[src/rtl/score_keeper.sv]
// score_keeper: turns de-duplicated coin/police hit pulses into score, lives, best score and game phase.
// Ports: CLOCK_50 clock; reset async active-high; EnterEn start/restart; CoinEn/PoliceEn hit pulses;
//        score/best_score/lives counters; Playing/GameOver phase flags; CrashFlash police blanking active.
module score_keeper #(
  parameter int SCORE_W      = 10,
  parameter int LIVES_W      = 2,
  parameter int START_LIVES  = 3,
  parameter int COIN_VALUE   = 1,
  parameter int BLANK_CYCLES = 25000000,
  parameter int BLANK_W      = 25
) (
  input  logic               CLOCK_50,
  input  logic               reset,
  input  logic               EnterEn,
  input  logic               CoinEn,
  input  logic               PoliceEn,
  output logic [SCORE_W-1:0] score,
  output logic [SCORE_W-1:0] best_score,
  output logic [LIVES_W-1:0] lives,
  output logic               Playing,
  output logic               GameOver,
  output logic               CrashFlash
);
  typedef enum logic [1:0] {IDLE = 2'd0, PLAY = 2'd1, OVER = 2'd2} state_t;
  localparam logic [BLANK_W-1:0] BLANK_LOAD = BLANK_W'(BLANK_CYCLES - 1);
  localparam logic [LIVES_W-1:0] LIVES_INIT = LIVES_W'(START_LIVES);
  state_t             state, st_n;
  logic [SCORE_W-1:0] score_n, best_n;
  logic [SCORE_W:0]   sum;
  logic [LIVES_W-1:0] lives_n;
  logic [BLANK_W-1:0] coin_blank, police_blank, cb_n, pb_n;
  logic               coin_ok, pol_ok;
  always_ff @(posedge CLOCK_50 or posedge reset)
    if (reset) begin
      state        <= IDLE;
      score        <= '0;
      best_score   <= '0;
      lives        <= LIVES_INIT;
      coin_blank   <= '0;
      police_blank <= '0;
      Playing      <= 1'b0;
      GameOver     <= 1'b0;
      CrashFlash   <= 1'b0;
    end else begin
      state        <= st_n;
      score        <= score_n;
      best_score   <= best_n;
      lives        <= lives_n;
      coin_blank   <= cb_n;
      police_blank <= pb_n;
      Playing      <= st_n == PLAY;
      GameOver     <= st_n == OVER;
      CrashFlash   <= st_n == PLAY && pb_n != '0;
    end
  always_comb begin
    sum     = {1'b0, score} + (SCORE_W+1)'(COIN_VALUE);
    coin_ok = CoinEn && coin_blank == '0;
    pol_ok  = PoliceEn && police_blank == '0;
    st_n    = state;
    score_n = score;
    best_n  = best_score;
    lives_n = lives;
    cb_n    = coin_blank == '0 ? '0 : coin_blank - BLANK_W'(1);
    pb_n    = police_blank == '0 ? '0 : police_blank - BLANK_W'(1);
    case (state)
      IDLE: begin
        score_n = '0;
        lives_n = LIVES_INIT;
        cb_n    = '0;
        pb_n    = '0;
        st_n    = EnterEn ? PLAY : IDLE;
      end
      PLAY:
        // a fatal hit wins over a simultaneous coin so the captured best is the pre-coin score
        if (pol_ok && lives <= LIVES_W'(1)) begin
          st_n    = OVER;
          lives_n = '0;
          best_n  = score > best_score ? score : best_score;
          cb_n    = '0;
          pb_n    = '0;
        end else begin
          if (coin_ok) begin
            score_n = sum[SCORE_W] ? '1 : sum[SCORE_W-1:0];
            cb_n    = BLANK_LOAD;
          end
          if (pol_ok) begin
            lives_n = lives - LIVES_W'(1);
            pb_n    = BLANK_LOAD;
          end
        end
      OVER: begin
        lives_n = '0;
        cb_n    = '0;
        pb_n    = '0;
        if (EnterEn) begin
          st_n    = PLAY;
          score_n = '0;
          lives_n = LIVES_INIT;
        end
      end
      default: begin
        st_n    = IDLE;
        score_n = '0;
        lives_n = LIVES_INIT;
        cb_n    = '0;
        pb_n    = '0;
      end
    endcase
  end
endmodule
[config.mk]
export PLATFORM = sky130hd
export DESIGN_NAME = score_keeper
export DESIGN_NICKNAME = d
export VERILOG_FILES = /design/src/rtl/score_keeper.sv
export SDC_FILE = /design/constraint.sdc
export NUM_CORES = 1
export LEC_CHECK = 0
export CAP_MARGIN = 20
export CORE_UTILIZATION = 40
export DETAILED_ROUTE_END_ITERATION = 12
export DONT_BUFFER_PORTS = 1
export HOLD_SLACK_MARGIN = 0.08
export SLEW_MARGIN = 0
export SYNTH_ARGS = -nofsm -noshare
export SYNTH_HDL_FRONTEND = slang
export SYNTH_SLANG_ARGS = --single-unit
[constraint.sdc]
create_clock -name CLOCK_50 -period 2.5 [get_ports CLOCK_50]
set_input_delay 0.375 -clock CLOCK_50 [delete_from_list [all_inputs] [get_ports CLOCK_50]]
set_output_delay 0.375 -clock CLOCK_50 [all_outputs]
set_load 0.1 [all_outputs]
==> qor.yml <==
synth_most_common_cell: "dfrtp_1"
clkSlewWorstSetupHoldPaths_ps: 80
hold_start: "EnterEn"
reg2reg_slack_ps: -180
top_usage_layer: "met2"
avgRoutedWirePerCell_um: 15.3
insertion_delay_ps: 350
synth.distinct_cells: 66
ios: 30
start_util: 0.418
hold_violations: 0
status: "finished with violations"
r2r_start: "coin_blank[10]"
rsz0062_at_grt: "yes"
synth_ff_type: "dfrtp_1"
worst_setup_path_end_kind: "flip-flop"
preCtsSetupSlack_ps: -225
dp_hpwl_um: 7780
first_pass_iters: 4
n_fill_cell: 958
r2r_cells: 8
grt_remaining_overflow: 0
cp.required_ps: 2700
clock_path_buffers: 2
cap_viol_max_count: 0
syn_to_final_growth_pct: 34.5
power.static_leakage_nw: 2.57
synthArstFlopShare: 1.00
grt_max_degree: 33
irDropWorstVdd_uv: 818
antenna_found_initial: 0
core_area_um2: 10500
cp.arrival_ps: 2880
syn-num-nets: 480
failed_checks: "setup timing"
holdPathStages: 2
totalWireLength_um: 10800
drive_gt1_frac: 0.366
cp_max_fo: 5
yosysTopAreaCellShare: 0.429
layout.nets: 586
relSlewSlack: 0.415
numCtsBuffers: 9
io_buffer_count: 0
first_global_vias: 3819
n_antenna_cell: 0
dieArea_um2: 11400
worst_slack_ps: -176
fin_worst_skew_ps: 18.9
synth_edf_count: 0
synth_cells: 457
grtUsageMet1: 0.281
ys_seq_area_frac: 0.441
ys_seq_elements: 77
drc: 0
area.sequential_um2: 1960
path_class: "reg2reg"
start_kind: "flip-flop"
rows: 37
cts.htree.levels: 3
grt_util_met3: 0.0371
cts_tree: "yes"
total_power_mw: 8.87
clock-sinks: 77
fin_crit_ps: 2680
hold_class: "in2reg"
grt_pass1_wl_um: 18400
p_per_area_nw_per_um2: 1510
vias: 3720
cts-root-buf: "clkbuf_8"
hold_path_end: "state[0]"
grt_util_all_layers: 0.205
worst-slew-pin-transition_ps: 878
netlist_top_cells_area: "dfrtp_1, nor2_1, ha_1"
fp.dieH_um: 107
ys_top_cells_by_count: "dfrtp_1, nor2_1, inv_1, nand2_1"
finalCritPeriodShare: 1.07
synth_top_cell_by_area: "dfrtp_1"
multi_input_area_um2: 2630
avgSynthCellArea_um2: 9.58
fin_tns_setup_ps: -2980
grtUsageMet2: 0.322
synth_area_um2: 4380
final-max-slew-violation-count: 0
max_freq_ghz: 0.374
finalSetupViolCount: 24
ant_nets: 0
drt_iter0_drc: 201
finalWeightedCongestion: 0.819
rr_endpoint: "score[2]"
die-width_um: 107
yosysWarnings: 0
vias_per_cell: 5.28
## layout by cell type (no fill, tap or decap), types with 6 or more instances in the layout
cell,Yosys,routed
buf_4,1,91
nand2_1,26,24
a21oi_1,25,16
ha_1,18,18
mux2_4,0,10
dfrtp_1,75,56
nor3_2,1,8
nor4_1,12,9
nor3_1,21,14
inv_1,26,25
nor2_2,0,7
nand2b_1,8,8
dfrtp_2,0,19
o21ai_0,9,7
nor2_1,69,59
a21oi_2,0,9
nand4_1,6,6
xor2_1,14,14
buf_6,0,9
clkbuf_8,0,9
nand3_1,9,7
a21o_1,6,6
xnor2_1,25,24
## power breakdown
part / internal (mW) / total (mW) / switching (mW) / leakage, nW
registers: 1.63 / 2.09 / 0.462 / 1.01
logic: 2.79 / 5.87 / 3.08 / 1.47
clock network: 0.463 / 0.912 / 0.449 / 0.0887
total: 4.89 / 8.87 / 3.99 / 2.57
## area by class of cell
cell class                      count  area share
Clock buffer                       14      0.0242
Multi-Input combinational cell    345       0.447
Inverter                           26      0.0168
Tap cell                          136      0.0289
Clock inverter                      2     0.00595
Timing Repair Buffer              104       0.145
Sequential cell                    77       0.332
## per-stage QoR
| stage | std cells | cell area [µm²] | hold slack (ps) | utilization |
|---|---|---|---|---|
| after floorplan | 457 | 4510 | 435 | - |
| after global placement | 668 | 5300 | 341 | 0.506 |
| after detailed placement | 668 | 5300 | 336 | 0.506 |
| after CTS | 695 | 5650 | 219 | 0.540 |
| after global routing | 704 | 5890 | 252 | 0.563 |
| final | 704 | 5890 | 244 | 0.563 |
## worst max-delay path: stages (launching register included)
cell and delay, ps:
dfrtp_1 390, or4_4 550, or4b_4 520, buf_6 140, nor4_4 320, o2111ai_4 200
buf_6 180, nor3_2 150, a211oi_1 90
## cells by family after synthesis
group,share of synthesized area
xor gates and xnor gates,0.0780
DFF,0.441
AOI/OAI and AO/OA,0.135
and+or+nand+nor,0.233
muxes,0.0306
adders and majority gates,0.0514
buffers and inverters,0.0314
## metal layers
layer,part of all wire,vias to the layer above
met1,0.48,1806
met2,0.48,51
met5,0,-
met4,0.0070,0
li1,-,1857
met3,0.030,6
## worst max path at each step
| stage | startpoint | to | cells after the start |
|---|---|---|---|
| 3_5_place_dp | coin_blank[10] | score[8] | 7 |
| 3_3_place_gp | coin_blank[10] | score[8] | 7 |
| 5_1_grt | coin_blank[10] | score[2] | 8 |
| 2_1_floorplan | coin_blank[10] | score[8] | 7 |
| 4_1_cts | coin_blank[10] | score[8] | 7 |
| 6_report | coin_blank[10] | score[2] | 8 |
## flip-flops by register name, summed over array words and instances, names as in the netlist
| name | count |
|---|---|
| CrashFlash | 1 |
| GameOver | 1 |
| Playing | 1 |
| best_score | 10 |
| coin_blank | 25 |
| lives | 2 |
| police_blank | 25 |
| score | 10 |
| state | 2 |
## timing repair
action / CTS / global route
endpoints found under the hold margin: 27 / 0
setup buffers: 9 / 12
endpoints found under the setup margin: 41 / 45
pin swaps: 8 / 14
gates cloned: 1 / 0
hold buffers: 1 / 0
gates resized for setup: 16 / 49
No activity file was read; power rests on OpenSTA's default activity.
